<file path="config.mk">
export PLATFORM = sky130hd
export DESIGN_NAME = vram_arbiter
export DESIGN_NICKNAME = d
export VERILOG_FILES = /design/src/rtl/vram_pkg.sv /design/src/rtl/vram_wfifo.sv /design/src/rtl/vram_arbiter.sv
export SDC_FILE = /design/constraint.sdc
export NUM_CORES = 1
export LEC_CHECK = 0
export CAP_MARGIN = 0
export CORE_MARGIN = 2
export CORE_UTILIZATION = 31
export DETAILED_ROUTE_END_ITERATION = 6
export SYNTH_ARGS = -nofsm -noshare
export SYNTH_HDL_FRONTEND = slang
export SYNTH_SLANG_ARGS = --single-unit
export TNS_END_PERCENT = 30
</file>
<file path="constraint.sdc">
create_clock -name vga_clk -period 3.22 [get_ports vga_clk]
set_input_delay 0.805 -clock vga_clk [delete_from_list [all_inputs] [get_ports vga_clk]]
set_output_delay 0.805 -clock vga_clk [all_outputs]
set_load 0.02 [all_outputs]
</file>
<file path="src/rtl/vram_pkg.sv">
// vram_pkg: shared pixel, address and arbiter-state types for the VRAM arbiter.
package vram_pkg;
    localparam int H_ACTIVE = 640;
    localparam int V_ACTIVE = 480;
    typedef logic [7:0] pix_t;
    typedef struct packed {
        logic [8:0] row;
        logic [9:0] col;
    } vaddr_t;
    typedef struct packed {
        vaddr_t addr;
        pix_t   data;
    } wreq_t;
    typedef enum logic [1:0] {VIDEO = 2'd0, HBLANK = 2'd1, VBLANK = 2'd2} arb_state_t;
endpackage

</file>
<file path="src/rtl/vram_wfifo.sv">
// vram_wfifo: DEPTH-entry synchronous FIFO with wrap-bit pointers buffering CPU pixel writes.
module vram_wfifo #(
    parameter int DEPTH = 4,
    parameter int W     = 27
) (
    input  logic         vga_clk,
    input  logic         clrn,
    input  logic         push_i,
    input  logic         pop_i,
    input  logic [W-1:0] wdata_i,
    output logic         full_o,
    output logic         empty_o,
    output logic [W-1:0] head_o
);
    localparam int AW = $clog2(DEPTH);
    logic [AW:0]  wr_q, wr_d, rd_q, rd_d;
    logic [W-1:0] mem_q [DEPTH];
    logic         do_push;
    assign full_o  = (wr_q[AW] != rd_q[AW]) && (wr_q[AW-1:0] == rd_q[AW-1:0]);
    assign empty_o = wr_q == rd_q;
    assign head_o  = mem_q[rd_q[AW-1:0]];
    assign do_push = push_i && !full_o;
    always_comb begin
        wr_d = do_push ? wr_q + (AW+1)'(1) : wr_q;
        rd_d = (pop_i && !empty_o) ? rd_q + (AW+1)'(1) : rd_q;
    end
    always_ff @(posedge vga_clk or negedge clrn)
        if (!clrn) begin
            wr_q <= '0;
            rd_q <= '0;
        end else begin
            wr_q <= wr_d;
            rd_q <= rd_d;
        end
    always_ff @(posedge vga_clk)
        if (do_push) mem_q[wr_q[AW-1:0]] <= wdata_i;
endmodule

</file>
<file path="src/rtl/vram_arbiter.sv">
// vram_arbiter: shares the pixel RAM between VGA scan-out (priority) and buffered CPU writes; flags vblank.
// Optional VRAM_ARB_STATS_EN adds stall_cnt_o / drop_cnt_o statistics counters.
module vram_arbiter
    import vram_pkg::*;
#(
    parameter int         DEPTH     = 4,
    parameter logic [9:0] VBLANK_TH = 10'd200
) (
    input  logic        vga_clk,
    input  logic        clrn,
    input  logic        vga_rdn_i,
    input  logic [8:0]  vga_row_i,
    input  logic [9:0]  vga_col_i,
    output logic [7:0]  vga_data_o,
    input  logic        cpu_req_i,
    input  logic [18:0] cpu_addr_i,
    input  logic [7:0]  cpu_wdata_i,
    output logic        cpu_ready_o,
    output logic        in_vblank_o,
`ifdef VRAM_ARB_STATS_EN
    output logic [15:0] stall_cnt_o,
    output logic [7:0]  drop_cnt_o,
`endif
    output logic [18:0] ram_addr_o,
    output logic        ram_we_o,
    output logic [7:0]  ram_wdata_o,
    input  logic [7:0]  ram_rdata_i
);
    wreq_t      head, wreq;
    logic       full, empty, in_range, push;
    logic [9:0] gap_q, gap_d;
    arb_state_t state_q, state_d;

    assign wreq        = '{addr: vaddr_t'(cpu_addr_i), data: pix_t'(cpu_wdata_i)};
    assign in_range    = (wreq.addr.row < 9'(V_ACTIVE)) && (wreq.addr.col < 10'(H_ACTIVE));
    assign cpu_ready_o = !full;
    assign push        = cpu_req_i && !full && in_range;

    vram_wfifo #(.DEPTH(DEPTH), .W($bits(wreq_t))) u_wfifo (
        .vga_clk (vga_clk),
        .clrn    (clrn),
        .push_i  (push),
        .pop_i   (ram_we_o),
        .wdata_i (wreq),
        .full_o  (full),
        .empty_o (empty),
        .head_o  (head)
    );

    // vga_rdn is registered upstream, so this mux only switches on clock edges
    assign ram_we_o    = vga_rdn_i && !empty;
    assign ram_addr_o  = vga_rdn_i ? head.addr : {vga_row_i, vga_col_i};
    assign ram_wdata_o = head.data;
    assign vga_data_o  = ram_rdata_i;
    assign in_vblank_o = state_q == VBLANK;

    always_comb begin
        gap_d   = !vga_rdn_i ? '0 : (gap_q >= VBLANK_TH ? gap_q : gap_q + 10'd1);
        state_d = !vga_rdn_i ? VIDEO : (gap_q >= VBLANK_TH ? VBLANK : HBLANK);
    end

    always_ff @(posedge vga_clk or negedge clrn)
        if (!clrn) begin
            gap_q   <= '0;
            state_q <= VIDEO;
        end else begin
            gap_q   <= gap_d;
            state_q <= state_d;
        end

`ifdef VRAM_ARB_STATS_EN
    logic [15:0] stall_q, stall_d;
    logic [7:0]  drop_q, drop_d;
    always_comb begin
        stall_d = (cpu_req_i && !cpu_ready_o && stall_q != 16'hFFFF) ? stall_q + 16'd1 : stall_q;
        drop_d  = (cpu_req_i && cpu_ready_o && !in_range) ? drop_q + 8'd1 : drop_q;
    end
    always_ff @(posedge vga_clk or negedge clrn)
        if (!clrn) begin
            stall_q <= '0;
            drop_q  <= '0;
        end else begin
            stall_q <= stall_d;
            drop_q  <= drop_d;
        end
    assign stall_cnt_o = stall_q;
    assign drop_cnt_o  = drop_q;
`endif
endmodule

</file>
* Word level (Yosys, flattened, before mapping) *
Memory sizes are Yosys's and may differ from the RTL's.
Cells that the tools add are included.

cells by class
  $add $sub $neg = 3
  magnitude comparators = 3
  equality and inequality tests = 5
  muxes and demuxes = 7
  reduce and logical (&&, ||, !) cells = 9

operators by type and width
  kind                                                  count
  2-to-1 mux 10 bit                                     2
  2-to-1 mux 19 bit                                     1
  adder 10 x 1 -> 10 bit, second input constant         1
  >= comparator 10 x 8 -> 1 bit, second input constant  1
  less-than comparator 10 bit, second input constant    1
  less-than comparator 9 bit, second input constant     1
  logical AND 1 bit                                     7
  adder 3 x 1 -> 3 bit, second input constant           2
  2-to-1 mux 2 bit                                      2
  equality test 3 bit                                   1
  equality test 2 bit                                   1
  equality test 2 bit, second input constant            1
  zero test 1 bit                                       2
  2-to-1 mux 1 bit                                      2
  != test 2 bit, second input constant                  1
  != test 1 bit                                         1

storage, ports and cells
  register bits after elaboration = 18
  RAM bits = 108
  bits of input ports = 58
  output and inout bits = 38
  logic and storage cells = 32
  memories kept = 1

memory list
  name           words  bits a word  read ports  clocked after Yosys merged registers in  wr ports  RTL line          source
  u_wfifo.mem_q  4      27           1           0                                        1         vram_wfifo.sv:17  logic [W-1:0] mem_q [DEPTH];

* Logic depth before layout (Yosys ltp) *
Gate-level depths: netlist (run 1).

  word-level depth = 8
  depth in mapped cells = 5
  gate-level depth less buffers = 5

* By module *
A second synthesis (run 1) with hierarchy kept.

unflattened totals
  cells, all modules = 283
  area, all modules = 5348.9 um2

modules (own cells, without submodules)
  module        instances  cells an instance  area an instance (um2)  seq. area each (um2)
  vram_wfifo    1          190                4414.2                  3393.3
  vram_arbiter  1          93                 934.6                   300.3

* Worst setup path before layout (run 1) *
Ideal clock, no wire load.

  path type = input to register
  start = input port cpu_addr_i[8]
  end = memory u_wfifo.mem_q[3][0], enable pin
  library setup time = 0.449 ns
  data arrival time = 2.999 ns
  data required time = 2.771 ns
  setup slack = -0.228 ns
  stages on the path = 3
  buffers on the path = 0
  cell sequence = o21ai_0 -> nand2_1 -> nor3_1

on the way
  cells in the longest elaborated chain, start to end = 6

RTL lines
  element                                 RTL line            source
  from (decl)                             vram_arbiter.sv:16  input logic [18:0] cpu_addr_i,
  less-than comparator 10 bit             vram_arbiter.sv:35  assign in_range = (wreq.addr.row < 9'(V_ACTIVE)) && (wreq.addr.col < 10'(H_ACTIVE));
  logical AND 1 bit                       vram_arbiter.sv:35
  logical AND 1 bit                       vram_arbiter.sv:37  assign push = cpu_req_i && !full && in_range;
  logical AND 1 bit                       vram_wfifo.sv:22    assign do_push = push_i && !full_o;
  2-to-1 mux 1 bit                        vram_wfifo.sv:36    if (do_push) mem_q[wr_q[AW-1:0]] <= wdata_i;
  2-to-1 mux 1 bit (not written as such)  vram_wfifo.sv:36
  to (decl)                               vram_wfifo.sv:17

Every way passes these cells.

* Worst setup path after layout (run 1) *
  start = register u_wfifo.rd_q[0]
  end = output port cpu_ready_o

on the way
  cells in the longest elaborated chain, start to end = 3

RTL lines
  element                 RTL line            source
  from (decl)             vram_wfifo.sv:16    logic [AW:0] wr_q, wr_d, rd_q, rd_d;
  from (signal assigned)  vram_wfifo.sv:33    rd_q <= rd_d;
  equality test 2 bit     vram_wfifo.sv:19    assign full_o = (wr_q[AW] != rd_q[AW]) && (wr_q[AW-1:0] == rd_q[AW-1:0]);
  logical AND 1 bit       vram_wfifo.sv:19
  zero test 1 bit         vram_arbiter.sv:36  assign cpu_ready_o = !full;
  to (decl)               vram_arbiter.sv:18  output logic cpu_ready_o,

Every way passes these cells.

==> impl_results.md, run 1 <==
* Nets at ~430
* Max incr delay on CP at between 500 and 600 ps
* Ys flop type: edfxtp_1
* Crit-path max FO at 23
* Final Cycle Share at 0.961
* Initial DRC count at ~160
* Post-layout min period at 3100 ps
* Lkg Pwr at around 0.0025 uW
* Yosys top cell area share at 0.629
* Total Routed Length at slightly above 10000 um
* Die Footprint at 0.0177 mm^2
* Crit path kind: register to output port
* Post-DRT Antenna Nets at 0
* DRC viols at 0
* Count of input and output buffers at approximately 80
* ANT cells at 0
* TritonCTS clock tree: done
* Synth top area cells: edfxtp_1, mux4_2, dfrtp_1
* Number of H-tree levels at 4
* Die width at around 130 um
* Post-layout util at 0.424
* Mapped Cells at around 260
* Detail Placement HPWL at ~6700 um
* CTS Buf Count at 17
* Worst Skew at 7.11 ps
* Slew @ Worst Pin at around 830 ps
* Core footprint at 0.0164 mm^2
* VDD IR-drop max at roughly 480 uV
* Final Hold Viols at 0
* Area Growth Syn to Fin at 35.1%
* Clk Latency, worst-skew pair at about 400 ps
* Setup violators final at 0
* Avg WL per Cell at between 15 and 20 um
* Initial Util at 0.314
* Number of global-route vias before repair at between 2000 and 3000
* Power per cell area at approximately 840 mW/mm^2
* Largest net degree at the start of global routing at 24
* Seq cells post-synth at between 100 and 150
* CTS Root Cell: clkbuf_16
* Peak Freq at 323 MHz
* Die Height at 133 um
* Number of library cell types mapped by synthesis at 34
* Area leader, netlist: edfxtp_1
* Rows at 47
* Family with the most delay on the worst path: buffers and inverters
* Pre-Repair DR Iteration Count at 4
* Buf/Inv on CP at 4
* Antenna violations before repair at 0
* Synth Area per Inst at approximately 20 um^2
* Overflow after GRT at 0
* Asr flop ratio synth at 0.143
* Worst Hold Class: register to register
* Post-CTS Hold Buffers at 0
* CP Data Required Time at 2410 ps
* Clock-pin slew on the worst setup and hold paths at approximately 60 ps
* Clock sink count at between 100 and 150
* Status: finished, final reports clean
* GRT Overall Usage at 0.125
* Top Ports at 96
* Yosys warns at 0
* Crit path launch type: register
* Clk buf depth at 2
* Placer Congestion at between 0.7 and 0.8
* RSZ-0062 raised after global routing: yes
* Post-synth EDFFs at roughly 110
* Mapped cell area at roughly 0.0052 mm^2
* Vias per inst at 4.48
* Arrival @ worst endpoint at around 2300 ps
* Post-synth net total at 326
* Hold slack at between 500 and 600 ps
* Crit-path cells: buf_12, buf_4, xor2_1, nor3_2, inv_1, clkdlybuf4s50_1
* Most common cell in the netlist: edfxtp_1
* Worst Setup End Kind: output port
* Sequential element share of the synthesized area at 0.717
* Slew Viols, Final at 0
* Critical path's slowest cell: clkdlybuf4s50_1
* Via count at 2656
* Layout cell share with drive strength beyond 1 at 0.292
* Synth cell count leaders: edfxtp_1, mux4_2, mux2_2
* Relative slew slack at 0.448
* Max_cap viols at 0
* First-pass GRT wire length at ~16000 um
[registers in the layout (all words and copies together), names as in the netlist]
signal         cells
u_wfifo.rd_q       3
u_wfifo.mem_q    108
u_wfifo.wr_q       3
state_q            2
gap_q             10
[final timing paths]
path	startpoint	to	slack, ps	cells after the start
max	u_wfifo.rd_q[0]	cpu_ready_o	120	6
min	u_wfifo.wr_q[2]	u_wfifo.wr_q[2]	520	1
max reg2reg	u_wfifo.rd_q[0]	u_wfifo.mem_q[0][20]	800	7
min reg2reg	u_wfifo.wr_q[2]	u_wfifo.wr_q[2]	520	1
max in group asynchronous	clrn	u_wfifo.rd_q[1]	1790	1
min in group asynchronous	clrn	gap_q[4]	870	1
[where the power goes]
part	internal, uW	total (uW)	switching [uW]
Clock	1240	1990	746
Sequential	2030	2120	86.7
Combinational	892	1750	856
[area by class of cell]
type	count	area, um^2
clock buffers	17	425
clock inverters	15	198
fillers	1447	9440
inverters	6	22.5
multi-input cells	112	1330
flip-flops and latches	126	3700
well taps	220	275
repair buffers	97	1010
[placed cells by master (no fill, tap or decap), drive strengths merged, types with 9 or more instances in the layout]
| cell | instances |
|---|---|
| buf | 18 |
| clkbuf | 17 |
| clkdlybuf4s50 | 59 |
| dfrtp | 18 |
| dlygate4sd2 | 13 |
| edfxtp | 108 |
| inv | 13 |
| mux2 | 21 |
| mux4 | 27 |
| xor2 | 9 |
[repair_timing]
action                     in CTS  in global routing
gates resized for setup        13                  7
pin swaps                       0                  0
buffers inserted                0                  0
setup endpoints to repair      13                  8
[stage by stage]
stage | worst slack, ps | total power [uW] | setup TNS [ps] | instance area [um^2] | instances
5_1_grt | -37.7 | 6150 | -37.7 | 6960 | 593
3_5_place_dp | 0.727 | 4010 | 0 | 6340 | 561
2_1_floorplan | 638 | 3240 | 0 | 5160 | 261
6_report | 124 | 5850 | 0 | 6960 | 593
3_3_place_gp | 2.76 | 3980 | 0 | 6340 | 561
4_1_cts | 0.275 | 5970 | 0 | 6950 | 593
[metal layers]
layer / track usage / up-vias / share of wire
li1: - / 1222 / -
met1: 0.153 / 1352 / 0.44
met2: 0.204 / 68 / 0.50
met3: 0.0475 / 14 / 0.053
met4: 0.0436 / 0 / 0.012
met5: 0 / - / 0
[cell families (layout without fill, tap and decap cells)]
| group | after synthesis | after routing | synth area share |
|---|---|---|---|
| simple gates | 37 | 37 | 0.0410 |
| flops | 126 | 126 | 0.717 |
| mux | 48 | 48 | 0.164 |
| buf+inv | 23 | 135 | 0.0279 |
| compound gates | 7 | 7 | 0.0117 |
| xor+xnor | 13 | 13 | 0.0221 |
| fa+ha+maj | 7 | 7 | 0.0170 |
No activity file was read; power rests on OpenSTA's default activity.
==> run 2, diff against run 1 <==
--- a/config.mk
+++ b/config.mk
@@ -6,7 +6,6 @@
 export NUM_CORES = 1
 export LEC_CHECK = 0
 export CAP_MARGIN = 0
-export CORE_MARGIN = 2
 export CORE_UTILIZATION = 31
 export DETAILED_ROUTE_END_ITERATION = 6
 export SYNTH_ARGS = -nofsm -noshare
==> impl_results.md, run 2 (synthesized netlist as in run 1, its figures left out) <==
* CTS Buf Count at 17
* Status: finished, final reports clean
* Avg WL per Cell at 16.9 um
* Nets at around 420
* Final Hold Viols at 0
* Via count at approximately 2600
* Antenna violations before repair at 1
* Min-Delay Startpoint: u_wfifo.wr_q[2]
* Relative slew slack at 0.459
* VDD IR-drop max at ~420 uV
* Final-layout fill cell count at ~1400
* Largest net degree at the start of global routing at 28
* Final Cycle Share at 0.990
* CTS Root Cell: clkbuf_16
* Crit-path max FO at 21
* Top Ports at 96
* Layout cell share with drive strength beyond 1 at 0.261
* Crit path launch type: input port
* Placer Congestion at 0.716
* Power per cell area at around 800 mW/mm^2
* Setup TNS at 0 ps
* RSZ-0062 raised after global routing: no
* Max_cap viols at 0
* Peak Freq at between 300 and 400 MHz
* First-pass GRT wire length at 15300 um
* Total Routed Length at 9790 um
* Die width at roughly 130 um
* Post-DP Area at around 0.0063 mm^2
* Number of H-tree levels at 4
* Arrival @ worst endpoint at 2380 ps
* Count of input and output buffers at 79
* Detail Placement HPWL at 6010 um
* Clk buf depth at 2
* Crit path launch: vga_rdn_i
* Final Cell Area at between 0.006 and 0.007 mm^2
* Max reg flops at about 110
* Area taken by multi-input logic gates at roughly 0.0013 mm^2
* Clk Latency, worst-skew pair at roughly 400 ps
* Clock sink count at between 100 and 150
* Core footprint at around 0.016 mm^2
* Slew @ Worst Pin at 810 ps
* Initial Util at 0.321
* Post-layout min period at 3190 ps
* Die Height at between 100 and 150 um
* Most common cell after layout, fill and taps aside: edfxtp_1
* Die Footprint at approximately 0.017 mm^2
* Pre-Repair DR Iteration Count at 4
* Register area at roughly 0.0037 mm^2
* CP Data Required Time at roughly 2400 ps
* Crit path kind: input port to output port
* Overflow after GRT at 0
* Start of the worst register-to-register path: u_wfifo.rd_q[1]
* Worst Setup End Kind: output port
* Post-CTS Setup Repair Bufs at 0
* Setup violators final at 0
* Area Growth Syn to Fin at 33.0%
* Worst Hold Class: register to register
* Rows at 46
* Post-DRT Antenna Nets at 0
* Lkg Pwr at 0.00249 uW
* Number of global-route vias before repair at 2793
* TritonCTS clock tree: done
* GRT Overall Usage at 0.126
* Slew Viols, Final at 0
* Worst Skew at around 8.4 ps
* Vias per inst at 4.49
* Commonest cells after routing, fill and taps aside: edfxtp_1, clkdlybuf4s50_1, mux4_2
* Resized cells post-CTS at 3
* DRC viols at 0
* Clock-pin slew on the worst setup and hold paths at approximately 50 ps
* Post-CTS Hold Buffers at 0
* ANT cells at 0
* Initial DRC count at around 160
[run 2: cell types whose count changed in the layout (fill, tap and decap cells not counted), moves of 3 or more]
| cell | previous run | this run |
|---|---|---|
| clkinv_2 | 0 | 3 |
| buf_4 | 11 | 5 |
| dlymetal6s2s_1 | 7 | 17 |
| dlygate4sd2_1 | 13 | 2 |
| clkbuf_1 | 0 | 3 |
| inv_6 | 6 | 0 |
[run 2: worst max-delay path: stages]
cell and delay (ps):
clkdlybuf4s50_1 500, buf_12 190, mux2_2 350, clkdlybuf4s50_1 540
[run 2: power breakdown]
part | switching [uW] | internal [uW]
clock network | 623 | 1110
registers | 98.0 | 2030
logic | 826 | 901
[run 2: path summary, 6_finish.rpt]
check | endpoint | slack (ps) | cells past startpoint
setup reg to reg | u_wfifo.mem_q[2][14] | 1050 | 6
min in group asynchronous | u_wfifo.wr_q[1] | 880 | 1
setup / recovery | ram_addr_o[1] | 30 | 4
hold / removal | u_wfifo.wr_q[2] | 530 | 1
hold reg to reg | u_wfifo.wr_q[2] | 530 | 1
max in group asynchronous | u_wfifo.rd_q[0] | 1790 | 1
[run 2: per-layer routing]
layer | routed length, um | part of all wire | track usage | vias up
li1 | - | - | - | 1208
met1 | 4130 | 0.42 | 0.150 | 1311
met2 | 4990 | 0.51 | 0.207 | 69
met3 | 544 | 0.056 | 0.0460 | 16
met4 | 115 | 0.012 | 0.0507 | 2
met5 | 14 | 0.0014 | 0 | -
[run 2: layout make-up]
class / instances / share of cell area
Timing Repair Buffer: 91 / 0.146
Inverter: 6 / 0.00329
Clock inverter: 9 / 0.0142
Tap cell: 216 / 0.0394
Multi-Input combinational cell: 112 / 0.194
Clock buffer: 20 / 0.0637
Sequential cell: 126 / 0.539
[run 2: per-stage QoR]
stage / total power (uW) / hold slack [ps] / worst slack [ps] / std cells / util
floorplan: 3240 / 498 / 638 / 261 / -
global placement: 3940 / 513 / 19.7 / 551 / 0.391
detailed placement: 3960 / 517 / 2.37 / 551 / 0.391
CTS: 5730 / 528 / 8.74 / 580 / 0.424
global route: 5880 / 552 / 0.591 / 580 / 0.427
finish: 5590 / 526 / 31.9 / 580 / 0.427
